[src/rtl/ssm_pkg.sv]
// ssm_pkg: scheduler state encoding and derived-width helpers
package ssm_pkg;

    typedef enum logic [2:0] {IDLE, PULSE, WAIT, WRITE, NEXT, FIN} state_e;

    // index width that never collapses to zero bits for single-tile axes
    function automatic int clog2_min1(input int n);
        return (n <= 2) ? 1 : $clog2(n);
    endfunction

endpackage

[src/rtl/ssm_tile_addr_gen.sv]
// ssm_tile_addr_gen: tile row/column counters and flat write-back base address
module ssm_tile_addr_gen import ssm_pkg::*; #(
    parameter int H = 24,
    parameter int P = 64,
    parameter int H_TILE = 1,
    parameter int P_TILE = 1,
    localparam int NUM_TILE_H = H / H_TILE,
    localparam int NUM_TILE_P = P / P_TILE,
    localparam int HW = clog2_min1(NUM_TILE_H),
    localparam int PW = clog2_min1(NUM_TILE_P),
    localparam int AW = $clog2(H * P)
) (
    input  logic          clk,
    input  logic          rst,
    input  logic          clr,
    input  logic          adv,
    output logic [HW-1:0] h_idx,
    output logic [PW-1:0] p_idx,
    output logic [AW-1:0] wb_base,
    output logic          last
);

    logic [HW-1:0] h_idx_q, h_idx_d;
    logic [PW-1:0] p_idx_q, p_idx_d;
    logic          p_wrap, h_wrap;

    // column advances first; row only steps on column wrap and holds on the final tile
    always_comb begin
        p_wrap  = p_idx_q == PW'(NUM_TILE_P - 1);
        h_wrap  = h_idx_q == HW'(NUM_TILE_H - 1);
        p_idx_d = clr ? '0 : !adv ? p_idx_q : p_wrap ? '0 : p_idx_q + 1'b1;
        h_idx_d = clr ? '0 : (adv && p_wrap && !h_wrap) ? h_idx_q + 1'b1 : h_idx_q;
    end

    // index registers
    always_ff @(posedge clk or posedge rst) begin
        if (rst) begin
            h_idx_q <= '0;
            p_idx_q <= '0;
        end else begin
            h_idx_q <= h_idx_d;
            p_idx_q <= p_idx_d;
        end
    end

    assign h_idx   = h_idx_q;
    assign p_idx   = p_idx_q;
    assign last    = p_wrap && h_wrap;
    assign wb_base = AW'(h_idx_q) * AW'(H_TILE * P) + AW'(p_idx_q) * AW'(P_TILE);

endmodule

[src/rtl/ssm_tile_scheduler.sv]
// ssm_tile_scheduler: sweeps H x P in tiles, handshaking each tile with the datapath
// Optional watchdog on tile_done enabled by defining SSM_TILE_TIMEOUT_EN.
module ssm_tile_scheduler import ssm_pkg::*; #(
    parameter int H = 24,
    parameter int P = 64,
    parameter int H_TILE = 1,
    parameter int P_TILE = 1,
    parameter int TIMEOUT = 4096,
    localparam int NUM_TILE_H = H / H_TILE,
    localparam int NUM_TILE_P = P / P_TILE,
    localparam int HW = clog2_min1(NUM_TILE_H),
    localparam int PW = clog2_min1(NUM_TILE_P),
    localparam int AW = $clog2(H * P),
    localparam int TW = $clog2(NUM_TILE_H * NUM_TILE_P + 1)
) (
    input  logic          clk,
    input  logic          rst,
    input  logic          start,
    input  logic          abort,
    input  logic          tile_done,
    output logic          tile_start,
    output logic [HW-1:0] h_idx,
    output logic [PW-1:0] p_idx,
    output logic          wb_en,
    output logic [AW-1:0] wb_base,
    output logic [TW-1:0] tile_cnt,
    output logic          busy,
    output logic          done,
    output logic          err_timeout
);

    if (H % H_TILE != 0 || P % P_TILE != 0 || TIMEOUT < 1) begin : g_bad_cfg
        $fatal(1, "ssm_tile_scheduler: H_TILE/P_TILE must divide H/P and TIMEOUT must be positive");
    end

    state_e        state_q, state_d;
    logic [TW-1:0] tile_cnt_q, tile_cnt_d;
    logic          go, adv, last, timeout_hit;

    assign go  = state_q == IDLE && start && !abort;
    assign adv = state_q == NEXT && !abort;

    // next state and tile counter; abort overrides everything outside IDLE
    always_comb begin
        state_d    = state_q;
        tile_cnt_d = go ? '0 : tile_cnt_q;
        unique case (state_q)
            IDLE:    state_d = go ? PULSE : IDLE;
            PULSE:   state_d = WAIT;
            WAIT:    state_d = tile_done ? WRITE : timeout_hit ? IDLE : WAIT;
            WRITE:   begin
                state_d    = NEXT;
                tile_cnt_d = tile_cnt_q + 1'b1;
            end
            NEXT:    state_d = last ? FIN : PULSE;
            FIN:     state_d = IDLE;
            default: state_d = IDLE;
        endcase
        if (abort && state_q != IDLE) begin
            state_d    = IDLE;
            tile_cnt_d = tile_cnt_q;
        end
    end

    // state and tile counter registers
    always_ff @(posedge clk or posedge rst) begin
        if (rst) begin
            state_q    <= IDLE;
            tile_cnt_q <= '0;
        end else begin
            state_q    <= state_d;
            tile_cnt_q <= tile_cnt_d;
        end
    end

`ifdef SSM_TILE_TIMEOUT_EN
    localparam int CW = clog2_min1(TIMEOUT);
    logic [CW-1:0] wait_cnt_q, wait_cnt_d;
    logic          err_timeout_q, err_timeout_d;

    // wait counter is zero outside WAIT, so it restarts on every WAIT entry
    always_comb begin
        wait_cnt_d    = state_q == WAIT ? wait_cnt_q + 1'b1 : '0;
        timeout_hit   = state_q == WAIT && wait_cnt_q == CW'(TIMEOUT - 1) && !tile_done && !abort;
        err_timeout_d = go ? 1'b0 : timeout_hit ? 1'b1 : err_timeout_q;
    end

    // watchdog registers; the error flag is sticky until an accepted start
    always_ff @(posedge clk or posedge rst) begin
        if (rst) begin
            wait_cnt_q    <= '0;
            err_timeout_q <= 1'b0;
        end else begin
            wait_cnt_q    <= wait_cnt_d;
            err_timeout_q <= err_timeout_d;
        end
    end

    assign err_timeout = err_timeout_q;
`else
    assign timeout_hit = 1'b0;
    assign err_timeout = 1'b0;
`endif

    ssm_tile_addr_gen #(
        .H      (H),
        .P      (P),
        .H_TILE (H_TILE),
        .P_TILE (P_TILE)
    ) u_addr_gen (
        .clk     (clk),
        .rst     (rst),
        .clr     (go),
        .adv     (adv),
        .h_idx   (h_idx),
        .p_idx   (p_idx),
        .wb_base (wb_base),
        .last    (last)
    );

    assign tile_start = state_q == PULSE;
    assign wb_en      = state_q == WRITE;
    assign done       = state_q == FIN;
    assign busy       = state_q != IDLE;
    assign tile_cnt   = tile_cnt_q;

endmodule

[config.mk]
export PLATFORM = sky130hd
export DESIGN_NAME = ssm_tile_scheduler
export DESIGN_NICKNAME = d
export VERILOG_FILES = /design/src/rtl/ssm_pkg.sv /design/src/rtl/ssm_tile_addr_gen.sv /design/src/rtl/ssm_tile_scheduler.sv
export SDC_FILE = /design/constraint.sdc
export NUM_CORES = 1
export LEC_CHECK = 0
export ABC_AREA = 1
export BUFFER_PORTS_ARGS = -buffer_cell sky130_fd_sc_hd__buf_2
export CORE_ASPECT_RATIO = 0.75
export CORE_MARGIN = 2
export CORE_UTILIZATION = 40
export DETAILED_ROUTE_END_ITERATION = 6
export PLACE_DENSITY = 0.72
export SYNTH_ARGS = -nofsm -noshare
export SYNTH_HDL_FRONTEND = slang
export SYNTH_SLANG_ARGS = --single-unit
[constraint.sdc]
create_clock -name clk -period 1.44 [get_ports clk]
set_input_delay 0.288 -clock clk [delete_from_list [all_inputs] [get_ports clk]]
set_output_delay 0.288 -clock clk [all_outputs]
set_load 0.05 [all_outputs]
# After elaboration in Yosys (flattened, before gate mapping)
# Cells that the tools add are included.
word_totals:
  regBits: 25
  latch_bits: 0
  ram_bits: 0
  mem_bits_ro: 0
  input_bits: 5
  out_inout_bits: 38
  wordCells: 43
  n_memories: 0
op_classes:
  addsub: 4
  multipliers: 0
  div: 0
  n_lt_le_gt_ge: 0
  n_eq_ne: 7
  n_shift: 0
  mux: 12
  n_bitwise: 1
  reduce_logical: 15
ops:
  columns: ["cell", "count"]
  rows:
  - ["two-way mux 11 bit", 2]
  - ["two-way mux 6 bit", 3]
  - ["one-hot mux 3 bit (5 select lines)", 1]
  - ["adder 11 x 1 -> 11 bit, second input constant", 1]
  - ["adder 11 x 6 -> 11 bit", 1]
  - ["two-way mux 5 bit", 2]
  - ["logical AND 1 bit", 7]
  - ["adder 6 x 1 -> 6 bit, second input constant", 1]
  - ["== test 3 x 2 -> 1 bit, second input constant", 2]
  - ["== test 3 bit, second input constant", 2]
  - ["== test 6 bit, second input constant", 1]
  - ["two-way mux 3 bit", 2]
  - ["nonzero test 2 bit", 3]
  - ["adder 5 x 1 -> 5 bit, second input constant", 1]
  - ["== test 5 bit, second input constant", 1]
  - ["== test 3 x 1 -> 1 bit, second input constant", 1]
  - ["logical NOT 3 bit", 1]
  - ["nonzero test 3 bit", 1]
  - ["logical NOT 1 bit", 2]
  - ["two-way mux 1 bit", 2]
  - ["AND reduction 2 bit", 1]
  - ["NOT 1 bit", 1]

# Logic depth before layout (Yosys ltp)
# Gate-level depths: netlist of the first run.
logic_depth:
  depth_word: 6
  ltp_mapped: 8
  mapped_depth_nobuf: 8

# By module
# A second synthesis of the first run with hierarchy kept.
unflattened:
  cells_unflattened: 229
  hier_area_um2: 1601.5
modules_own_cells:
  columns: ["module", "n_inst", "cells_each", "area_per_inst_um2", "seq_area_each_um2"]
  rows:
  - ["ssm_tile_scheduler", 1, 126, 857.1, 350.3]
  - ["ssm_tile_addr_gen", 1, 103, 744.5, 275.3]

# Worst setup path after synthesis of the first run
# OpenSTA, ideal clock, no wires.
synth_path:
  path_kind: "flip-flop to output port"
  from: "reg state_q[0]"
  to: "out done"
  t_arrival_ns: 1.415
  required_time_ns: 1.152
  path_slack_ns: -0.263
  path_stages_with_launch: 4
  n_path_buf: 0
  cell_sequence: "dfrtp_1 -> inv_1 -> or2_2 -> nor2_1"
synth_via:
  elab_chain_cells: 1
synth_lines:
  columns: ["element", "line", "rtl"]
  rows:
  - ["from (decl)", "ssm_tile_scheduler.sv:36", "state_e state_q, state_d;"]
  - ["from (signal assigned)", "ssm_tile_scheduler.sv:71", "state_q <= state_d;"]
  - ["== test 3 bit", "ssm_tile_scheduler.sv:123", "assign done = state_q == FIN;"]
  - ["to (decl)", "ssm_tile_scheduler.sv:28", "output logic done,"]
# No other way between the ends.

# Final worst setup path of the first run
layout_path:
  from: "reg state_q[1]"
  to: "out tile_start"
layout_via:
  elab_chain_cells: 1
layout_lines:
  columns: ["element", "line", "rtl"]
  rows:
  - ["== test 3 x 1 -> 1 bit", "ssm_tile_scheduler.sv:121", "assign tile_start = state_q == PULSE;"]
  - ["to (decl)", "ssm_tile_scheduler.sv:21", "output logic tile_start,"]
# No other way between the ends.

==> flow_summary.yaml, run 1 <==
die:
  fp.dieH_um: 58.8
  io_pins: 43
  die_w_um: 77.1
  die_area_um2: 4530
  start_util_pct: 42.7
  rows: 19
  core_area_um2: 3760
placed_design:
  post-place-ws_ns: 0.0140
  placed_area_um2: 1900
  dpl.hpwl_um: 2630
  place_congestion: 0.818
  numPortBuffers: 41
clocking:
  clk_pin_slew_ns: 0.08
  cts_tree: "built"
  clock_sinks: 25
  clockBufferDepth: 2
  numCtsBuffers: 3
  insertion_delay_ns: 0.26
  root_buffer: "clkbuf_8"
  h-tree-depth: 1
  holdBufCountCts: 0
grt:
  grt_max_degree: 26
  antenna_found_initial: 0
  grt_overflow_total: 0
  grt.total_usage_pct: 16.6
  grt_pass1_wl_um: 5970
  grt_pass1_vias: 1306
cells_and_area:
  multi_input_area_um2: 857
  final_cell_area_um2: 2160
  nFillCells: 361
  diodes: 0
  layout.nets: 276
  layout_common_cells: "nand2_1 (55), buf_2 (37), buf_4 (22)"
  layout-drive-gt1-share_pct: 42.7
  regArea_um2: 642
  final_common_cell: "nand2_1"
  area_delta_synth_final_pct: 34.5
pwr:
  power_leakage_uw: 0.00110
  p_per_area_nw_per_um2: 1310
  ir_drop_uv: 622
logic_synthesis:
  avgSynthCellArea_um2: 7.71
  syn_inst: 208
  ys_warn_count: 0
  syn_nets: 216
  synth-edff-count: 0
  ys_seq_area_share_pct: 39.0
  ys_ff_latch: 25
  syn-cell-area_um2: 1600
  synthArstFlopShare_pct: 100
  synth.distinct_cells: 28
  synth_top_flop_cell: "dfrtp_1"
setup_path:
  worstPathRequired_ns: 1.15
  end_kind: "output port"
  worstSetupPathType: "register to output port"
  max_stage_delay_ns: 0.43
  cp_max_fo: 3
  r2r_slack_ns: 0.01
  rr_endpoint: "u_addr_gen.h_idx[4]"
  path_cells: "or2_4 > nor2_4 > buf_8"
  worst_path_max_delay_cell: "dfrtp_1"
  rr_startpoint: "state_q[0]"
  rr_worst_depth: 9
  crit_path_start_kind: "register"
  arrival_ns: 1.22
route:
  ant_nets: 0
  drc: 0
  drt-total-wl_um: 3880
  num_vias: 1504
  wl_per_cell_um: 12.2
  drtIter0Drc: 103
  drt-pass1-iter-count: 4
  via_per_inst: 4.71
sta:
  skew_ns: 0.00238
  rsz0062_at_grt: "yes"
  setup_viol: 4
  final-hold-violation-count: 0
  timing.final.crit_period_ns: 1.51
  slew_violations: 0
  timing.fmax_mhz: 663
  fin_setup_tns_ns: -0.182
  timing.final.ws_setup_ns: -0.0676
  period_share_pct: 105
run_status:
  outcome: "finished, violations left"
  violations: "setup timing"
job:
  cap_viol_max_count: 0
min_path:
  hp-class: "primary input to async pin"
## how the worst max path moves through the flow
stage	start	endpoint	slack, ns
final	state_q[1]	tile_start	-0.07
after global routing	state_q[0]	tile_start	-0.11
after CTS	state_q[1]	done	-0.06
after detailed placement	state_q[0]	done	0.01
after global placement	state_q[0]	done	0.04
after floorplan	state_q[0]	done	-0.05
## registers in the layout, summed over array words and instances, names as in the netlist
| register | flops |
|---|---|
| state_q | 3 |
| u_addr_gen.p_idx | 6 |
| u_addr_gen.h_idx | 5 |
| tile_cnt | 11 |
## timing repair
item | in CTS | in global routing
buffers inserted | 5 | 10
gates cloned | 0 | 1
resized for setup | 13 | 14
endpoints found under the setup margin | 4 | 26
pin swaps | 3 | 4
## cells in the mapped netlist (3+ instances only)
| cell type | instances | area (µm²) |
|---|---|---|
| a21oi_1 | 7 | 35.0 |
| buf_4 | 12 | 90.1 |
| nand3_1 | 17 | 85.1 |
| xor2_1 | 4 | 35.0 |
| inv_2 | 5 | 18.8 |
| nand4_1 | 6 | 37.5 |
| dfrtp_1 | 25 | 626 |
| ha_1 | 3 | 37.5 |
| nand2_1 | 56 | 210 |
| o21ai_0 | 8 | 40.0 |
| inv_1 | 21 | 78.8 |
| nor2_1 | 18 | 67.6 |
| nand3_4 | 3 | 52.6 |
| nand2_4 | 3 | 33.8 |
## cell families (layout without fill, tap and decap cells)
| group | after synthesis | in the layout | synth area share, % |
|---|---|---|---|
| simple gates | 115 | 116 | 36.4 |
| buf+inv | 39 | 97 | 12.6 |
| flops | 25 | 25 | 39.0 |
| compound gates | 21 | 21 | 7.18 |
| xor+xnor | 4 | 4 | 2.19 |
| fa+ha+maj | 3 | 3 | 2.34 |
| other cells | 1 | 1 | 0.234 |
## power by group
part           internal (µW)  switching, µW  leakage (µW)
logic                    535            988      0.000750
clock network            198            213     0.0000228
registers                795           89.8      0.000323
## layer usage
| metal | track usage (%) | routed length [µm] | vias up |
|---|---|---|---|
| met5 | 0 | 0 | - |
| met4 | 3.83 | 49 | 0 |
| met3 | 3.37 | 236 | 4 |
| met2 | 26.2 | 1700 | 41 |
| li1 | - | - | 777 |
| met1 | 23.9 | 1890 | 682 |
## final cells by class
class / count / share of cell area [%]
Timing Repair Buffer: 67 / 20.6
Sequential cell: 25 / 29.8
Clock buffer: 4 / 2.09
Tap cell: 52 / 3.02
Multi-Input combinational cell: 145 / 39.8
Inverter: 26 / 4.76
## metrics by stage
step | hold WS, ns | total power (µW) | utilization, % | std cells
CTS | 0.0723 | 2640 | 53.8 | 308
global route | 0.0983 | 2960 | 57.4 | 319
floorplan | 0.314 | 1840 | - | 208
detailed placement | 0.363 | 2060 | 50.5 | 299
finish | 0.0651 | 2820 | 57.4 | 319
global placement | 0.366 | 2050 | 50.5 | 299
## worst max-delay path: cells and delay by family (launching register included)
family                 cells  cell delay (ns)
buffers and inverters      1             0.15
AND/OR/NAND/NOR            2             0.38
flip-flops                 1             0.43
No activity file was read; power rests on OpenSTA's default activity.
==> run 2: changes to the inputs <==
SKIP_CTS_REPAIR_TIMING = 1   (was default)
==> run 2 against run 1 <==
- the flow still finishes with violations (setup timing)
- wire length shrank 7.6%
- sequential cell count unchanged
- clock skew is essentially flat
- cell area shrank 3.8%
- global-route usage shrank 0.84 points
- non-clock buffer count down 6
- utilization down 2.2 points
- combinational power decreased by 9%
- count of clock-buffer cells in the layout is the same
- sequential power is 0.9% higher
- largest cell class unchanged
- largest power group unchanged
==> flow_summary.yaml, run 2 (synthesized netlist as in run 1, its figures left out) <==
run_status:
  outcome: "finished, violations left"
  violations: "setup timing"
clocking:
  clock_sinks: 25
  root_buffer: "clkbuf_8"
  numCtsBuffers: 3
  cts_tree: "built"
  clockBufferDepth: 2
  h-tree-depth: 1
  insertion_delay_ns: 0.27
  clk_pin_slew_ns: 0.09
cells_and_area:
  area_delta_synth_final_pct: 29.4
  largest_reg_flops: 11
  diodes: 0
  layout.nets: 269
  layout-drive-gt1-share_pct: 41.5
  final_cells: 312
  final_util_pct: 55.2
  layout_common_cells: "nand2_1 (54), buf_2 (37), inv_1 (20)"
  final_common_cell: "nand2_1"
route:
  top_layer_used: "met4"
  via_per_inst: 4.66
  num_vias: 1455
  drc: 0
  wl_per_cell_um: 11.5
  drtIter0Drc: 90
  met1Wirelength_um: 1740
  wl_met2_um: 1580
  ant_nets: 0
  drt-total-wl_um: 3580
  drt-pass1-iter-count: 4
  routed-wl-met3_um: 211
grt:
  grt_pass1_wl_um: 5680
  grt_max_degree: 26
  grt_pass1_vias: 1253
  grt.total_usage_pct: 15.8
  grt_overflow_total: 0
  antenna_found_initial: 0
setup_path:
  worstSetupPathType: "register to output port"
  worstPathRequired_ns: 1.15
  crit_path_start_kind: "register"
  arrival_ns: 1.26
  cp_max_fo: 4
  end_kind: "output port"
die:
  rows: 19
  core_area_um2: 3760
  die_w_um: 77.1
  start_util_pct: 42.7
  fp.dieH_um: 58.8
  io_pins: 43
  die_area_um2: 4530
sta:
  timing.final.ws_setup_ns: -0.109
  timing.fmax_mhz: 646
  timing.final.crit_period_ns: 1.55
  slew_violations: 0
  period_share_pct: 108
  rsz0062_at_grt: "yes"
  fin_setup_tns_ns: -0.683
  setup_viol: 9
  skew_ns: 0.00273
  final-hold-violation-count: 0
placed_design:
  numPortBuffers: 41
  dpl.hpwl_um: 2630
  place_congestion: 0.818
  placed_cells: 299
pwr:
  power_leakage_uw: 0.00107
  ir_drop_uv: 622
  p_total_uw: 2690
  p_per_area_nw_per_um2: 1300
min_path:
  hp-class: "primary input to async pin"
job:
  cap_viol_max_count: 0
run 2: cell count changes in the layout (fill, tap and decap cells not counted):
cell,previous run,this run
nand2_1,55,54
nand3_4,4,3
nand2_8,2,1
nand2_2,3,4
buf_6,7,4
inv_4,2,1
inv_2,4,5
buf_4,22,19
nand2_4,1,2
run 2: per-stage QoR:
stage | cell area (µm²) | hold WS (ns) | worst slack (ns)
finish | 2070 | 0.0628 | -0.109
global route | 2070 | 0.0984 | -0.172
CTS | 1940 | 0.0724 | -0.289
detailed placement | 1900 | 0.363 | 0.0140
global placement | 1900 | 0.366 | 0.0401
floorplan | 1650 | 0.314 | -0.0497
run 2: where the power goes:
part / internal, µW / leakage [µW] / switching, µW
combinational: 452 / 0.000722 / 928
sequential: 795 / 0.000323 / 98.7
clock: 198 / 0.0000228 / 216
run 2: critical path: stages (launching register included):
cell and delay [ns]:
dfrtp_1 0.43, buf_6 0.14, nor2_4 0.16, nand2_2 0.10, buf_8 0.16
run 2: metal layers:
| layer | GRT usage [%] | vias up |
|---|---|---|
| met3 | 3.37 | 4 |
| met5 | 0 | - |
| li1 | - | 760 |
| met1 | 23.7 | 654 |
| met2 | 23.3 | 37 |
| met4 | 3.83 | 0 |
run 2: final cells by class:
class                           instances  area (µm²)
Fill cell                             373        1680
Multi-Input combinational cell        144         833
Sequential cell                        25         642
Timing Repair Buffer                   61         388
Inverter                               26         100
Tap cell                               52        65.1
Clock buffer                            4        45.0
run 2: path summary, 6_finish.rpt:
kind                              from             endpoint  slack, ns  cells past startpoint
setup / recovery            state_q[0]                 busy      -0.11                      4
hold / removal                     rst  u_addr_gen.p_idx[0]       0.06                      3
setup reg to reg            state_q[0]  u_addr_gen.h_idx[4]      -0.08                      9
hold reg to reg            tile_cnt[1]          tile_cnt[1]       0.54                      2
max in group asynchronous          rst          tile_cnt[1]       1.12                      3
min in group clk             tile_done           state_q[0]       0.32                      3
==> run 3: changes to the inputs <==
CTS_BUF_LIST = sky130_fd_sc_hd__clkbuf_4   (was default)
==> run 3 against run 2 <==
- the flow finishes with violations (hold timing, setup timing)
- via count rose by 3.2%
- sequential share of layout area shrank 0.94 points
- global-route usage grew 0.10 points
- power up 1.2%
- non-clock buffer count up 7
- clock power fell by 18%
- largest cell class unchanged
- highest routed layer unchanged
==> flow_summary.yaml, run 3 (synthesized netlist as in run 1, its figures left out) <==
setup_path:
  rr_worst_depth: 9
  end_kind: "output port"
  worst-path-buf-inv: 1
  max_stage_delay_ns: 0.45
  path_cells: "or2_4 > nor2_4 > buf_6"
  cp_max_fo: 3
  worstPathRequired_ns: 1.15
  worstSetupPathType: "register to output port"
  rr_startpoint: "state_q[0]"
  crit_path_start: "state_q[1]"
  worst_path_max_delay_cell: "dfrtp_1"
  crit_path_start_kind: "register"
  critical_path_depth: 3
  r2r_slack_ns: -0.14
  arrival_ns: 1.32
  crit_family: "flip-flops"
die:
  die_w_um: 77.1
  io_pins: 43
  start_util_pct: 42.7
  rows: 19
  die_area_um2: 4530
  fp.dieH_um: 58.8
  core_area_um2: 3760
route:
  wl_per_cell_um: 12.1
  drc: 0
  drt-total-wl_um: 3870
  drtIter0Drc: 95
  ant_nets: 0
  num_vias: 1502
  drt-pass1-iter-count: 4
  via_per_inst: 4.71
clocking:
  clk_pin_slew_ns: 0.14
  root_buffer: "clkbuf_4"
  h-tree-depth: 1
  clock_sinks: 25
  insertion_delay_ns: 0.32
  clockBufferDepth: 2
  numCtsBuffers: 3
  cts_tree: "built"
cells_and_area:
  layout.nets: 276
  area_delta_synth_final_pct: 33.4
  layout_common_cells: "nand2_1 (54), buf_2 (35), buf_4 (23)"
  final_util_pct: 56.9
  diodes: 0
  final_cell_area_um2: 2140
  largest_reg_flops: 11
  nFillCells: 376
  final_common_cell: "nand2_1"
  layout-drive-gt1-share_pct: 44.6
pwr:
  power_leakage_uw: 0.00109
  p_per_area_nw_per_um2: 1270
  p_total_uw: 2720
  ir_drop_uv: 745
grt:
  grt_pass1_wl_um: 5690
  antenna_found_initial: 0
  grt.total_usage_pct: 15.9
  grt_max_degree: 26
  grt_pass1_vias: 1260
  grt_overflow_total: 0
run_status:
  violations: "hold timing, setup timing"
  outcome: "finished, violations left"
sta:
  final-hold-violation-count: 13
  fin_setup_tns_ns: -1.90
  setup_viol: 18
  timing.final.crit_period_ns: 1.61
  rsz0062_at_grt: "yes"
  slew_violations: 0
  skew_ns: 0.00101
  timing.final.ws_setup_ns: -0.171
  fin_hold_ws_ns: -0.00178
  timing.fmax_mhz: 621
  period_share_pct: 112
placed_design:
  numPortBuffers: 41
  post-place-ws_ns: 0.0140
  placed_area_um2: 1900
  dpl.hpwl_um: 2630
  place_congestion: 0.818
job:
  cap_viol_max_count: 0
min_path:
  hp-class: "primary input to async pin"
run 3: power breakdown:
part	internal (µW)	total (µW)	switching, µW
Sequential	795	894	99.2
Clock	127	339	212
Combinational	524	1490	962
Total	1450	2720	1270
run 3: worst paths after layout:
check / end
setup / recovery: done
hold / removal: state_q[0]
setup reg to reg: u_addr_gen.h_idx[4]
hold reg to reg: tile_cnt[1]
max in group asynchronous: u_addr_gen.p_idx[5]
min in group clk: state_q[0]
run 3: per-stage QoR:
step | hold WS [ns] | std cells
4_1_cts | 0.00205 | 303
3_5_place_dp | 0.363 | 299
5_1_grt | 0.0158 | 319
6_report | -0.00178 | 319
3_3_place_gp | 0.366 | 299
2_1_floorplan | 0.314 | 208
run 3: tightest hold or removal path, delay by kind of cell:
family	cells	cell delay, ns
buffers and inverters	3	0.44
run 3: layer usage:
layer	GRT usage (%)	vias to the layer above	wire, µm
li1	-	774	-
met1	23.5	683	1880
met2	23.6	41	1740
met3	3.37	4	206
met4	4.59	0	44
met5	0	-	0
run 3: layout make-up:
type / instances / area, µm² / share of cell area, %
clock buffer: 4 / 30.0 / 1.40
multi-input combinational: 144 / 848 / 39.7
inverter: 26 / 100 / 4.68
tap: 52 / 65.1 / 3.04
timing repair buffer: 68 / 453 / 21.2
sequential: 25 / 642 / 30.0
